<file path="src/rtl/stop_watch_ctrl_if.sv">
// Button inputs and counter-control outputs of the stopwatch front end.
// master = board/pin side, slave = stop_watch_ctrl.
interface stop_watch_ctrl_if;
    logic btn_ss;
    logic btn_clr;
    logic go;
    logic clr;
    logic ss_db;
    logic clr_db;

    modport master (
        output btn_ss, btn_clr,
        input  go, clr, ss_db, clr_db
    );

    modport slave (
        input  btn_ss, btn_clr,
        output go, clr, ss_db, clr_db
    );
endinterface

</file>
<file path="src/rtl/stop_watch_ctrl.sv">
// Stopwatch button front end: sync, debounce, press-edge detect,
// and go/clr generation for the three-digit counter.
module stop_watch_ctrl #(
    parameter int N = 19
) (
    input logic             clk,
    input logic             reset,
    stop_watch_ctrl_if.slave io
);
    typedef enum logic [1:0] {
        ZERO,
        WAIT1,
        ONE,
        WAIT0
    } db_state_e;

    localparam logic [N-1:0] M    = '1;
    localparam logic [N-1:0] STEP = N'(1);

    // index 0 = start/stop, index 1 = clear
    logic [1:0]  s1_q, s2_q;
    db_state_e   st_q   [2];
    db_state_e   st_d   [2];
    logic [N-1:0] cnt_q [2];
    logic [N-1:0] cnt_d [2];
    logic [1:0]  db_q, db_d;
    logic [1:0]  rise;
    logic        go_q, go_d;
    logic        clr_q, clr_d;

    always_comb begin
        rise = 2'b00;
        db_d = 2'b00;
        for (int i = 0; i < 2; i++) begin
            st_d[i]  = st_q[i];
            cnt_d[i] = cnt_q[i];
            unique case (st_q[i])
                ZERO: begin
                    if (s2_q[i]) begin
                        cnt_d[i] = M;
                        st_d[i]  = WAIT1;
                    end
                end
                WAIT1: begin
                    if (!s2_q[i]) begin
                        st_d[i] = ZERO;
                    end else if (cnt_q[i] != '0) begin
                        cnt_d[i] = cnt_q[i] - STEP;
                    end else begin
                        st_d[i] = ONE;
                        rise[i] = 1'b1;
                    end
                end
                ONE: begin
                    if (!s2_q[i]) begin
                        cnt_d[i] = M;
                        st_d[i]  = WAIT0;
                    end
                end
                WAIT0: begin
                    if (s2_q[i]) begin
                        st_d[i] = ONE;
                    end else if (cnt_q[i] != '0) begin
                        cnt_d[i] = cnt_q[i] - STEP;
                    end else begin
                        st_d[i] = ZERO;
                    end
                end
            endcase
            db_d[i] = (st_d[i] == ONE) || (st_d[i] == WAIT0);
        end
    end

    // A clear press also stops, and beats a same-edge start/stop press.
    always_comb begin
        clr_d = rise[1];
        go_d  = go_q;
        if (rise[1]) begin
            go_d = 1'b0;
        end else if (rise[0]) begin
            go_d = ~go_q;
        end
    end

    always_ff @(posedge clk or posedge reset) begin
        if (reset) begin
            s1_q  <= 2'b00;
            s2_q  <= 2'b00;
            db_q  <= 2'b00;
            go_q  <= 1'b0;
            clr_q <= 1'b0;
            for (int i = 0; i < 2; i++) begin
                st_q[i]  <= ZERO;
                cnt_q[i] <= '0;
            end
        end else begin
            s1_q  <= {io.btn_clr, io.btn_ss};
            s2_q  <= s1_q;
            db_q  <= db_d;
            go_q  <= go_d;
            clr_q <= clr_d;
            for (int i = 0; i < 2; i++) begin
                st_q[i]  <= st_d[i];
                cnt_q[i] <= cnt_d[i];
            end
        end
    end

    assign io.go     = go_q;
    assign io.clr    = clr_q;
    assign io.ss_db  = db_q[0];
    assign io.clr_db = db_q[1];
endmodule

</file>
<file path="src/flat_wrapper.sv">
// flat-port wrapper written by rule: the top's interface ports become plain ports
module stop_watch_ctrl_flat 
#(
    parameter int N = 19
)
  (clk, reset, io_btn_ss, io_btn_clr, io_go, io_clr, io_ss_db, io_clr_db);
  stop_watch_ctrl_if io_i ();
  input logic clk;
  input logic reset;
  input wire logic [$bits(io_i.btn_ss)-1:0] io_btn_ss;
  input wire logic [$bits(io_i.btn_clr)-1:0] io_btn_clr;
  output wire logic [$bits(io_i.go)-1:0] io_go;
  output wire logic [$bits(io_i.clr)-1:0] io_clr;
  output wire logic [$bits(io_i.ss_db)-1:0] io_ss_db;
  output wire logic [$bits(io_i.clr_db)-1:0] io_clr_db;
  assign io_i.btn_ss = io_btn_ss;
  assign io_i.btn_clr = io_btn_clr;
  assign io_go = io_i.go;
  assign io_clr = io_i.clr;
  assign io_ss_db = io_i.ss_db;
  assign io_clr_db = io_i.clr_db;
  stop_watch_ctrl #(.N(N)) u_core (.clk(clk), .reset(reset), .io(io_i));
endmodule
</file>
<file path="config.mk">
export PLATFORM = sky130hd
export DESIGN_NAME = stop_watch_ctrl_flat
export DESIGN_NICKNAME = d
export VERILOG_FILES = /design/src/rtl/stop_watch_ctrl_if.sv /design/src/rtl/stop_watch_ctrl.sv /design/src/flat_wrapper.sv
export SDC_FILE = /design/constraint.sdc
export NUM_CORES = 1
export LEC_CHECK = 0
export BUFFER_PORTS_ARGS = -buffer_cell sky130_fd_sc_hd__buf_4
export CAP_MARGIN = 20
export CORE_MARGIN = 5
export CORE_UTILIZATION = 61
export CTS_CLUSTER_DIAMETER = 200
export DETAILED_ROUTE_END_ITERATION = 16
export PLACE_DENSITY = 0.78
export SLEW_MARGIN = 20
export SYNTH_ARGS = -nofsm -noshare
export SYNTH_HDL_FRONTEND = slang
export SYNTH_SLANG_ARGS = --single-unit
</file>
<file path="constraint.sdc">
create_clock -name clk -period 2.6 [get_ports clk]
set_input_delay 0.13 -clock clk [delete_from_list [all_inputs] [get_ports clk]]
set_output_delay 0.13 -clock clk [all_outputs]
set_load 0.02 [all_outputs]
</file>
Word-level counts from Yosys, hierarchy flattened. Index checks and enable logic that the tools add are counted.

Register bits after elaboration: 50. Logic and storage cells: 73. Input port bits: 4. Output and inout port bits: 4.

Mux-type cells: 34. Reductions and logical operators: 9. Bitwise operators: 1. Add/sub/neg operators: 2. Equality and inequality tests: 18.

Operators by type and width (count): 2-to-1 mux 19 bit (10); case mux 19 bit (4 select lines) (2); nonzero test 19 bit (2); subtractor 19 x 1 -> 19 bit (second input constant) (2); 2-to-1 mux 2 bit (12); == test 2 bit (second input constant) (8); case mux 2 bit (4 select lines) (2); 2-to-1 mux 1 bit (8); != test 2 x 1 -> 1 bit (second input constant) (4); != test 2 bit (second input constant) (4); AND reduction 4 bit (2); == test 2 x 1 -> 1 bit (second input constant) (2); zero test 2 bit (2); logical OR 1 bit (2); nonzero test 2 bit (1); NOT 1 bit (1).

Logic depth before layout (Yosys ltp).
Depth in word-level cells: 6. Depth in mapped cells: 8. Depth with buffers taken out: 7.

Worst setup path after synthesis. No wires, ideal clock.

Kind: register -> register. From: register u_core.cnt_q[27] (netlist bit). To: register u_core.cnt_q[21] (netlist bit). Library setup time: 0.152 ns. Required time: 2.448 ns. Clock period less this slack: 1.973 ns. Arrival: 1.821 ns. Setup slack: 0.627 ns. Buffers on the path: 0. Stages on the path, launching flop included: 6. Cell sequence: dfrtp_1 > or4_4 > nor4_4 > a21oi_2 > a211oi_1 > a41oi_1.

Word-level cells in the longest chain between the ends: 4. Elaborated cells between the ends (all ways): 5. Classes of those cells: mux: 4; reduce/logical: 1.

RTL lines: start, declared (RTL line stop_watch_ctrl.sv:24) `logic [N-1:0] cnt_q [2];`; start signal, assigned by index (RTL line stop_watch_ctrl.sv:104) `cnt_q[i] <= cnt_d[i];`; nonzero test 19 bit (*) (RTL line stop_watch_ctrl.sv:47, stop_watch_ctrl.sv:63); 2-to-1 mux 19 bit (*); 2-to-1 mux 19 bit, on equally long branches; case mux 19 bit (4 select lines) (*).

Every way passes the cells marked *; elsewhere a longest branch is shown, timed or not. The select of a mux whose other input is x is not followed. A chain may end at the register's enable or synchronous reset.

Final worst setup path.
From: register u_core.cnt_q[2] (netlist bit). To: register u_core.go_q, in the netlist u_core.io.go.

Word-level cells in the longest chain between the ends: 5. Elaborated cells between the ends (all ways): 6. Classes of those cells: mux: 4; reduce/logical: 2.

RTL lines: nonzero test 19 bit (*) (RTL line stop_watch_ctrl.sv:47) `end else if (cnt_q[i] != '0) begin`; 2-to-1 mux 1 bit (*) (RTL line stop_watch_ctrl.sv:47); 2-to-1 mux 1 bit (*) (RTL line stop_watch_ctrl.sv:45) `if (!s2_q[i]) begin`; 2-to-1 mux 1 bit (*) (RTL line stop_watch_ctrl.sv:37) `unique case (st_q[i])`; named net u_core.clr_d (RTL line stop_watch_ctrl.sv:29) `logic clr_q, clr_d;`; 2-to-1 mux 1 bit / nonzero test 2 bit (equally long branches); end signal, assigned (RTL line stop_watch_ctrl.sv:100) `go_q <= go_d;`; end, declared (RTL line stop_watch_ctrl.sv:28) `logic go_q, go_d;`.

Mark *: on every way through the listed nets, which the timed path passes. The rest lies on a longest branch.

==> results.json <==
{
  "postRouteAntennaNets": 0,
  "diodes": 0,
  "avgSynthCellArea_um2": 10.1,
  "syn_nets": 257,
  "drt_iter0_markers": 125,
  "hpwl_um": 3020,
  "rsz0062_at_grt": "no",
  "synth_area_leaders": "dfrtp_1 (49%), nand2_1 (4.6%), xnor2_1 (4.1%), xor2_1 (3.8%), nor2_1 (3.0%)",
  "layout-area-overhead-vs-synth_pct": 8.95,
  "max_slew.worst_pin.slew_ns": 0.808,
  "cpMaxStageDelayCell": "nor3_2",
  "grt_max_degree": 51,
  "synth_warnings": 0,
  "grt_usage_pct": 20.0,
  "grt_pass1_wl_um": 8630,
  "final_common_cell": "dfrtp_1",
  "fin_ws_ns": 0.269,
  "grt_overflow": 0,
  "antenna_found_initial": 0,
  "worstPathArrival_ns": 2.52,
  "finish.net_count": 269,
  "drc": 0,
  "io_buffers": 7,
  "cts-root-buf": "clkbuf_8",
  "p_leak_uw": 0.000980,
  "rows": 23,
  "first_global_vias": 1896,
  "clk_pin_slew_ns": 0.09,
  "clkLatencyLatePin_ns": 0.30,
  "drtPass1Iterations": 6,
  "outcome": "complete, but fails checks",
  "dieArea_mm2": 0.00556,
  "yosysSeqAreaShare_pct": 49.2,
  "wirelength_um": 4510,
  "ys_async_sr_fraction_pct": 100,
  "io_pins": 8,
  "yosys_register_bits": 50,
  "cts_tree": "built",
  "relSlewSlack_pct": 46.1,
  "via_per_inst": 5.94,
  "layout-drive-gt1-share_pct": 14.4,
  "numCtsBuffers": 5,
  "max_stage_delay_ns": 0.58,
  "power.density_mw_per_mm2": 518,
  "ys_types": 48,
  "die_x_um": 74.6,
  "place_area_mm2": 0.00265,
  "cp_cell_sequence": "or4_4 > nor3_2 > nand2_1 > nor3b_1 > nor2_1",
  "yosysTopAreaCell": "dfrtp_1",
  "start_kind": "flip-flop",
  "gp_congestion": 0.886,
  "clock_skew_ns": 0.00996,
  "fin_crit_sh_pct": 89.7,
  "final_cell_area_mm2": 0.00277,
  "core_area_mm2": 0.00403,
  "crit_path_end_kind": "flip-flop",
  "synthCells": 251,
  "avgRoutedWirePerCell_um": 14.4,
  "place_inst": 304,
  "setup_tns_ns": 0,
  "holdWs_ns": -0.0459,
  "final_cell_mix": "dfrtp_1 (50), nand2_1 (31), nor2_1 (20)",
  "htreeDepth": 2,
  "fin_cells": 314,
  "num_vias": 1866,
  "worstPathMaxFanout": 12,
  "finalMaxSlewViolations": 0,
  "cts_buffer_depth": 2,
  "post_cts_buffers": 0,
  "hold_viol": 50,
  "drv_cap": 0,
  "worstHoldPathType": "in -> async",
  "cp_data_required_time_ns": 2.78,
  "die_y_um": 74.6,
  "violations": "hold timing",
  "setup_viol": 0,
  "cts.sink_count": 50,
  "synth_top_cell_area_share_pct": 49.2,
  "place_ws_ns": 0.303,
  "synth_area_mm2": 0.00254,
  "max_freq_mhz": 429,
  "ir_drop_uv": 362,
  "synth-main-ff-cell": "dfrtp_1",
  "min_period_ns": 2.33,
  "worstSetupPathType": "reg -> reg",
  "synth_edf_count": 0,
  "start_util_pct": 63.1
}
==> critical path: cells and delay by family, from the launching register on <==
family,cells,cell delay [ns]
DFF,1,0.46
and+or+nand+nor,5,1.76
==> stage by stage <==
step / util [%] / power, µW
after detailed placement: 65.7 / 959
after floorplan: - / 926
after CTS: 68.8 / 1460
final: 68.8 / 1430
after global placement: 65.7 / 953
after global routing: 68.8 / 1520
==> layer usage <==
| metal | global-route usage (%) | share of wire (%) | routed length, µm |
|---|---|---|---|
| met5 | 0 | 0 | 0 |
| met4 | 8.30 | 1.8 | 79 |
| met3 | 4.59 | 3.9 | 176 |
| met2 | 32.1 | 49 | 2200 |
| met1 | 26.3 | 45 | 2050 |
==> logic make-up (layout without fill, tap and decap cells) <==
family / Yosys count / after routing / synth area share (%)
simple gates: 116 / 116 / 26.2
fa+ha+maj: 2 / 2 / 0.984
compound gates: 37 / 37 / 9.59
buf+inv: 15 / 28 / 2.76
xor+xnor: 23 / 23 / 7.92
mux: 8 / 8 / 3.34
flops: 50 / 50 / 49.2
==> sequential cells by signal, summed over array words and instances (netlist names) <==
signal and count:
u_core.cnt_q 38, u_core.st_q 4, u_core.db_q 2, u_core.s1_q 2, u_core.s2_q 2, u_core.io.clr 1
u_core.io.go 1
==> power breakdown <==
group          switching, µW  leakage, µW  internal [µW]
clock                    245    0.0000544            244
sequential              46.0     0.000496            805
combinational           57.7     0.000430           37.0
==> synth_stat cells, types with 3 or more instances <==
library cell	count
a2111oi_0	3
a211oi_1	5
a21oi_1	12
a31oi_1	4
and3_1	3
dfrtp_1	50
inv_1	7
mux2_2	4
mux2i_1	4
nand2_1	31
nand2b_1	4
nand3_1	12
nand4_1	7
nand4b_1	4
nor2_1	20
nor3_1	4
nor4_1	7
o21ai_0	4
or3_1	6
xnor2_1	12
xor2_1	11
==> cell type report <==
type | count | area, µm²
clock buffers | 7 | 96.3
well taps | 50 | 62.6
flip-flops and latches | 50 | 1250
fillers | 309 | 1260
inverters | 7 | 27.5
clock inverters | 1 | 8.76
multi-input cells | 186 | 1220
repair buffers | 13 | 103
==> path summary, 6_finish.rpt <==
path,from,endpoint,slack (ns),cells after the start
max,u_core.cnt_q[2],u_core.io.go,0.27,5
min,reset,u_core.cnt_q[1],-0.05,2
max reg2reg,u_core.cnt_q[2],u_core.io.go,0.27,5
min reg2reg,u_core.s1_q[0],u_core.s2_q[0],0.36,0
max in group asynchronous,reset,u_core.cnt_q[8],2.15,2
min in group clk,u_core.s1_q[0],u_core.s2_q[0],0.36,0
==> repair_timing <==
item | CTS | global route
setup endpoints to repair | 0 | 0
hold buffers | 2 | 0
hold endpoints to repair | 2 | 0
resized for setup | 0 | 0
No activity file was read; power rests on OpenSTA's default activity.
